### src/rtl/switch_conditioner_pkg.sv
// Shared types and defaults for the picomips input-conditioning logic.
// Holds the SW8 debounce state encoding and the default synchroniser/debounce sizes.
package picomips_pkg;

    typedef enum logic [1:0] {
        LO      = 2'd0,
        PEND_HI = 2'd1,
        HI      = 2'd2,
        PEND_LO = 2'd3
    } sw_state_t;

    localparam int SYNC_STAGES_DEF     = 2;
    localparam int DEBOUNCE_CYCLES_DEF = 50000;

    // The debounced level is high while settled high or while a fall is still pending
    function automatic logic is_high(input sw_state_t s);
        return (s == HI) || (s == PEND_LO);
    endfunction

endpackage

### src/rtl/switch_conditioner_if.sv
// Switch-side bundle of the conditioner: raw bank in, conditioned bus and edge pulses out.
interface switch_conditioner_if;
    logic [8:0] SW_raw;
    logic [9:0] SW_clean;
    logic       Sw8_rise;
    logic       Sw8_fall;

    modport master (output SW_raw, input SW_clean, Sw8_rise, Sw8_fall);
    modport slave  (input SW_raw, output SW_clean, Sw8_rise, Sw8_fall);
endinterface

### src/rtl/switch_conditioner_sync_ff.sv
// N-stage, W-bit flip-flop synchroniser with asynchronous active-low clear.
module sync_ff #(
    parameter int N = 2,
    parameter int W = 1
) (
    input  logic         Clock,
    input  logic         nReset,
    input  logic [W-1:0] d,
    output logic [W-1:0] q
);

    logic [W-1:0] stage_r [N];

    // Shift chain: stage 0 samples the asynchronous input, the last stage is the output
    always_ff @(posedge Clock or negedge nReset) begin
        if (!nReset) begin
            for (int i = 0; i < N; i++) begin
                stage_r[i] <= '0;
            end
        end else begin
            stage_r[0] <= d;
            for (int i = 1; i < N; i++) begin
                stage_r[i] <= stage_r[i-1];
            end
        end
    end

    assign q = stage_r[N-1];

endmodule

### src/rtl/switch_conditioner.sv
// Synchronises the board switches, debounces SW8, freezes the data byte while SW8 is
// high and produces the synchronised core reset on SW_clean[9].
module switch_conditioner
    import picomips_pkg::*;
#(
    parameter int SYNC_STAGES     = SYNC_STAGES_DEF,
    parameter int DEBOUNCE_CYCLES = DEBOUNCE_CYCLES_DEF,
    parameter int CNT_W           = 16
) (
    input  logic                 Clock,
    input  logic                 nReset,
    switch_conditioner_if.slave  sw
);

    localparam logic [CNT_W-1:0] DEB_LIMIT = CNT_W'(DEBOUNCE_CYCLES);
    localparam logic [CNT_W-1:0] CNT_ONE   = {{(CNT_W-1){1'b0}}, 1'b1};
    localparam bit               DIRECT    = (DEBOUNCE_CYCLES == 32'sd1);

    logic [8:0]       sw_sync_s;
    logic             core_rst_n_s;
    logic             s8_s;
    logic [7:0]       sdata_s;
    sw_state_t        state_r, state_nxt_s;
    logic [CNT_W-1:0] cnt_r, cnt_nxt_s;
    logic             rise_s, fall_s, load_s;
    logic             sw8_r, rise_r, fall_r;
    logic [7:0]       data_r;

    sync_ff #(.N(SYNC_STAGES), .W(9)) u_sw_sync (
        .Clock  (Clock),
        .nReset (nReset),
        .d      (sw.SW_raw),
        .q      (sw_sync_s)
    );

    sync_ff #(.N(SYNC_STAGES), .W(1)) u_rst_sync (
        .Clock  (Clock),
        .nReset (nReset),
        .d      (1'b1),
        .q      (core_rst_n_s)
    );

    assign s8_s    = sw_sync_s[8];
    assign sdata_s = sw_sync_s[7:0];

    // SW8 debounce next-state, counter and edge-pulse decode
    always_comb begin
        state_nxt_s = state_r;
        cnt_nxt_s   = cnt_r;
        rise_s      = 1'b0;
        fall_s      = 1'b0;
        case (state_r)
            LO: begin
                if (s8_s) begin
                    if (DIRECT) begin
                        state_nxt_s = HI;
                        cnt_nxt_s   = '0;
                        rise_s      = 1'b1;
                    end else begin
                        state_nxt_s = PEND_HI;
                        cnt_nxt_s   = CNT_ONE;
                    end
                end else begin
                    cnt_nxt_s = '0;
                end
            end
            PEND_HI: begin
                if (!s8_s) begin
                    state_nxt_s = LO;
                    cnt_nxt_s   = '0;
                end else if (cnt_r == DEB_LIMIT) begin
                    state_nxt_s = HI;
                    cnt_nxt_s   = '0;
                    rise_s      = 1'b1;
                end else begin
                    cnt_nxt_s = cnt_r + CNT_ONE;
                end
            end
            HI: begin
                if (!s8_s) begin
                    if (DIRECT) begin
                        state_nxt_s = LO;
                        cnt_nxt_s   = '0;
                        fall_s      = 1'b1;
                    end else begin
                        state_nxt_s = PEND_LO;
                        cnt_nxt_s   = CNT_ONE;
                    end
                end else begin
                    cnt_nxt_s = '0;
                end
            end
            PEND_LO: begin
                if (s8_s) begin
                    state_nxt_s = HI;
                    cnt_nxt_s   = '0;
                end else if (cnt_r == DEB_LIMIT) begin
                    state_nxt_s = LO;
                    cnt_nxt_s   = '0;
                    fall_s      = 1'b1;
                end else begin
                    cnt_nxt_s = cnt_r + CNT_ONE;
                end
            end
            default: begin
                state_nxt_s = LO;
                cnt_nxt_s   = '0;
            end
        endcase
        // Latch stays open on the edge that enters HI and on the edge that returns to LO
        load_s = !is_high(state_r) || !is_high(state_nxt_s);
    end

    // State, counter and registered outputs
    always_ff @(posedge Clock or negedge nReset) begin
        if (!nReset) begin
            state_r <= LO;
            cnt_r   <= '0;
            sw8_r   <= 1'b0;
            rise_r  <= 1'b0;
            fall_r  <= 1'b0;
            data_r  <= 8'h00;
        end else begin
            state_r <= state_nxt_s;
            cnt_r   <= cnt_nxt_s;
            sw8_r   <= is_high(state_nxt_s);
            rise_r  <= rise_s;
            fall_r  <= fall_s;
            if (load_s) begin
                data_r <= sdata_s;
            end else begin
                data_r <= data_r;
            end
        end
    end

    assign sw.SW_clean = {core_rst_n_s, sw8_r, data_r};
    assign sw.Sw8_rise = rise_r;
    assign sw.Sw8_fall = fall_r;

endmodule

### src/flat_wrapper.sv
// flat-port wrapper written by rule: the top's interface ports become plain ports
module switch_conditioner_flat import picomips_pkg::*;
#(
    parameter int SYNC_STAGES     = SYNC_STAGES_DEF,
    parameter int DEBOUNCE_CYCLES = DEBOUNCE_CYCLES_DEF,
    parameter int CNT_W           = 16
)
  (Clock, nReset, sw_SW_raw, sw_SW_clean, sw_Sw8_rise, sw_Sw8_fall);
  switch_conditioner_if sw_i ();
  input  logic Clock;
  input  logic nReset;
  input wire logic [$bits(sw_i.SW_raw)-1:0] sw_SW_raw;
  output wire logic [$bits(sw_i.SW_clean)-1:0] sw_SW_clean;
  output wire logic [$bits(sw_i.Sw8_rise)-1:0] sw_Sw8_rise;
  output wire logic [$bits(sw_i.Sw8_fall)-1:0] sw_Sw8_fall;
  assign sw_i.SW_raw = sw_SW_raw;
  assign sw_SW_clean = sw_i.SW_clean;
  assign sw_Sw8_rise = sw_i.Sw8_rise;
  assign sw_Sw8_fall = sw_i.Sw8_fall;
  switch_conditioner #(.SYNC_STAGES(SYNC_STAGES), .DEBOUNCE_CYCLES(DEBOUNCE_CYCLES), .CNT_W(CNT_W)) u_core (.Clock(Clock), .nReset(nReset), .sw(sw_i));
endmodule
### config.mk
export PLATFORM = sky130hd
export DESIGN_NAME = switch_conditioner_flat
export DESIGN_NICKNAME = d
export VERILOG_FILES = /design/src/rtl/switch_conditioner_pkg.sv /design/src/rtl/switch_conditioner_if.sv /design/src/rtl/switch_conditioner_sync_ff.sv /design/src/rtl/switch_conditioner.sv /design/src/flat_wrapper.sv
export SDC_FILE = /design/constraint.sdc
export NUM_CORES = 1
export LEC_CHECK = 0
export ABC_CLOCK_PERIOD_IN_PS = 2300
export CORE_MARGIN = 2
export CORE_UTILIZATION = 29
export DETAILED_ROUTE_END_ITERATION = 10
export MAX_ROUTING_LAYER = met4
export SLEW_MARGIN = 20
export SYNTH_ARGS = -nofsm -noshare
export SYNTH_HDL_FRONTEND = slang
export SYNTH_HIERARCHICAL = 1
export SYNTH_SLANG_ARGS = --single-unit
### constraint.sdc
create_clock -name Clock -period 2.3 [get_ports Clock]
set_clock_uncertainty 0.15 [all_clocks]
set_input_delay 0.23 -clock Clock [delete_from_list [all_inputs] [get_ports Clock]]
set_output_delay 0.23 -clock Clock [all_outputs]
set_load 0.05 [all_outputs]
==> impl_metrics.tcl <==
set metrics [dict create \
    status "completed" \
    worst_r2r_path_depth 4 \
    cts_made_buffers 5 \
    synth_area_per_cell_um2 12.6 \
    ys.warnings.count 6 \
    port_buffers 22 \
    maxCapViolations 0 \
    cp-start-kind "register" \
    critPathTopFamily "simple AND/OR/NAND/NOR gates" \
    place_area_um2 2150 \
    crit_start "u_core/cnt_r[12]$_DFF_PN0_" \
    grt_use_met2_pct 13.8 \
    synth_top_area_share_pct 64.5 \
    crit_path_cell_trace "or4_1, o41ai_4, buf_4, mux2_2" \
    cp_max_fo 8 \
    slowest_delay_ps 670 \
    regToRegSetupSlack_ps 120 \
    final_common_cell "dfrtp_1" \
    grt_use_met1_pct 12.1 \
    synth.cell_area_um2 1900 \
    end_kind "register" \
    clock_latency_ps 290 \
    crit_cells 4 \
    cts-root-buf "clkbuf_8" \
    slowest_stage "or4_1" \
    die_w_um 85.0 \
    avgRoutedWirePerCell_um 11.4 \
    min_period_over_period_pct 94.7 \
    grt_pass1_vias 1128 \
    dp_hpwl_mm 1.97 \
    track_usage_pct 9.26 \
    leakage_nw 0.945 \
    holdCritPathClass "reg2reg" \
    area_growth_pct 20.3 \
    post-route-util_pct 36.0 \
    tritoncts "built" \
    grt.overflow.total 0 \
    grt.busiest_layer "met2" \
    ios 23 \
    p_per_area_nw_per_um2 675 \
    diodes 0 \
    syn_inst 151 \
    synth_seq_area_share_pct 64.5 \
    whs_ps 199 \
    dr.pass1.iters 4 \
    worst_ep_arrival_time_ps 2200 \
    mostFrequentLayoutCells "49 x dfrtp_1, 21 x clkdlybuf4s50_1, 21 x nor2_1" \
    critPathCapture "u_core/data_r[0]$_DFFE_PN0P_" \
    r2r-start "u_core/cnt_r[12]$_DFF_PN0_" \
    hold_viol_final 0 \
    wl_mm 2.88 \
    synth_top_cells_by_area "dfrtp_1 65%, mux2_2 5.9%, xnor2_1 5.5%" \
    rsz0062_at_grt "false" \
    reg2reg_to "u_core/data_r[0]$_DFFE_PN0P_" \
    die-area_um2 7220 \
    use_met3_pct 2.43 \
    setup_viol 0 \
    tightest_slew_ps 586 \
    critical_path_buf_inv_count 1 \
    core_area_um2 6350 \
    htree_levels 2 \
    crit_type "reg2reg" \
    max_clock_freq_mhz 459 \
    ant_nets 0 \
    core.rowCount 29 \
    die_y_um 85.0 \
    synth_seq_cells 49 \
    final_area_um2 2290 \
    routabilityCongestion 0.851 \
    drc 0 \
    antenna_found_initial 0 \
    grt_max_degree 50 \
    cts_sinks 49 \
    clockBufferDepth 2 \
    syn_nets 164 \
    finalSetupTns_ps 0 \
    viasPerCell 4.34 \
    ir_worst_vdd_uv 400 \
    initial_core_util_pct 29.9 \
    final_nets 187 \
    via_count 1093 \
    drt_iter0_drc 55 \
    grt_first_pass_wirelength_mm 5.20 \
    slew_violations 0 \
    ys_types 24 \
    final.min_clock_period_ps 2180 \
    slew_headroom_pct 60.9 \
    clkTransAtPathRegs_ps 80 \
    required_ps 2320 \
    synth_area_leader_cell "dfrtp_1" \
    drive_gt1_share_pct 16.0 \
]
[worst min-delay path by stage]
| stage | startpoint | endpoint | slack (ps) | cells after the start |
|---|---|---|---|---|
| 6_report | u_core/u_sw_sync/stage_r[13]$_DFF_PN0_ | u_core/u_sw_sync/q[4]$_DFF_PN0_ | 200 | 0 |
| 2_1_floorplan | nReset | u_core/cnt_r[0]$_DFF_PN0_ | -220 | 0 |
| 3_5_place_dp | u_core/u_sw_sync/stage_r[11]$_DFF_PN0_ | u_core/u_sw_sync/q[2]$_DFF_PN0_ | 180 | 0 |
| 4_1_cts | u_core/u_sw_sync/stage_r[11]$_DFF_PN0_ | u_core/u_sw_sync/q[2]$_DFF_PN0_ | 200 | 0 |
| 5_1_grt | u_core/u_sw_sync/stage_r[15]$_DFF_PN0_ | u_core/u_sw_sync/q[6]$_DFF_PN0_ | 210 | 0 |
| 3_3_place_gp | u_core/u_sw_sync/stage_r[12]$_DFF_PN0_ | u_core/u_sw_sync/q[3]$_DFF_PN0_ | 180 | 0 |
[Yosys cell counts]
cell	number
a21oi_1	1
and2_1	1
and3b_1	1
and4b_1	1
buf_2	1
buf_4	11
clkbuf_1	2
conb_1	1
dfrtp_1	49
ha_1	2
inv_1	7
mux2_2	10
nand2_1	6
nand3_1	3
nand4_1	5
nor2_1	21
nor3_1	4
nor4_1	6
o21ai_0	1
o21ai_1	1
o41ai_4	1
or4_1	1
xnor2_1	12
xor2_1	3
[registers in the layout (all words and copies together) (netlist names)]
signal                     cells
u_core/u_sw_sync/q             9
u_core/sw8_r                   1
u_core/data_r                  8
u_core/sw.Sw8_rise             1
u_core/u_rst_sync/stage_r      1
u_core/cnt_r                  16
u_core/state_r                 2
u_core/u_rst_sync/q            1
u_core/sw.Sw8_fall             1
u_core/u_sw_sync/stage_r       9
[repair_timing]
action                     CTS  global route
hold buffers                 1             0
gates resized for setup      0             1
setup endpoints to repair    0             8
hold endpoints to repair    49             0
setup buffers                0             2
[through the flow]
| stage | cells | total power [mW] | setup slack, ps |
|---|---|---|---|
| floorplan | 151 | 0.978 | 180 |
| detailed placement | 241 | 1.03 | 104 |
| CTS | 250 | 1.56 | 62.4 |
| finish | 252 | 1.54 | 122 |
| global route | 252 | 1.62 | 7.22 |
| global placement | 241 | 1.03 | 179 |
[power breakdown]
group	internal, mW	total [mW]	leakage (nW)	switching [mW]
Clock	0.272	0.530	0.0542	0.258
Sequential	0.889	0.901	0.615	0.0122
Combinational	0.0460	0.113	0.276	0.0674
Total	1.21	1.54	0.945	0.338
[cell families after synthesis]
kind of cell,count (synthesis),synth area share (%)
simple gates,49,12.5
mux,10,5.93
compound gates,4,2.24
fa+ha+maj,2,1.32
buf+inv,21,6.39
xor+xnor,15,6.91
flops,49,64.5
other cells,1,0.197
[final cells by class]
cell class | instances | area, um2
clock buffer | 7 | 96.3
multi-input combinational | 81 | 559
inverter | 7 | 26.3
sequential | 49 | 1230
tap | 77 | 96.3
timing repair buffer | 30 | 278
fill | 609 | 4060
clock inverter | 1 | 5.00
[layer usage]
layer	share of wire [%]	vias to the layer above	routed length, um
met3	2.7	4	77
li1	-	535	-
met4	0.97	0	28
met1	47	538	1340
met5	0	-	0
met2	50	16	1430
No activity file was read; power rests on OpenSTA's default activity.
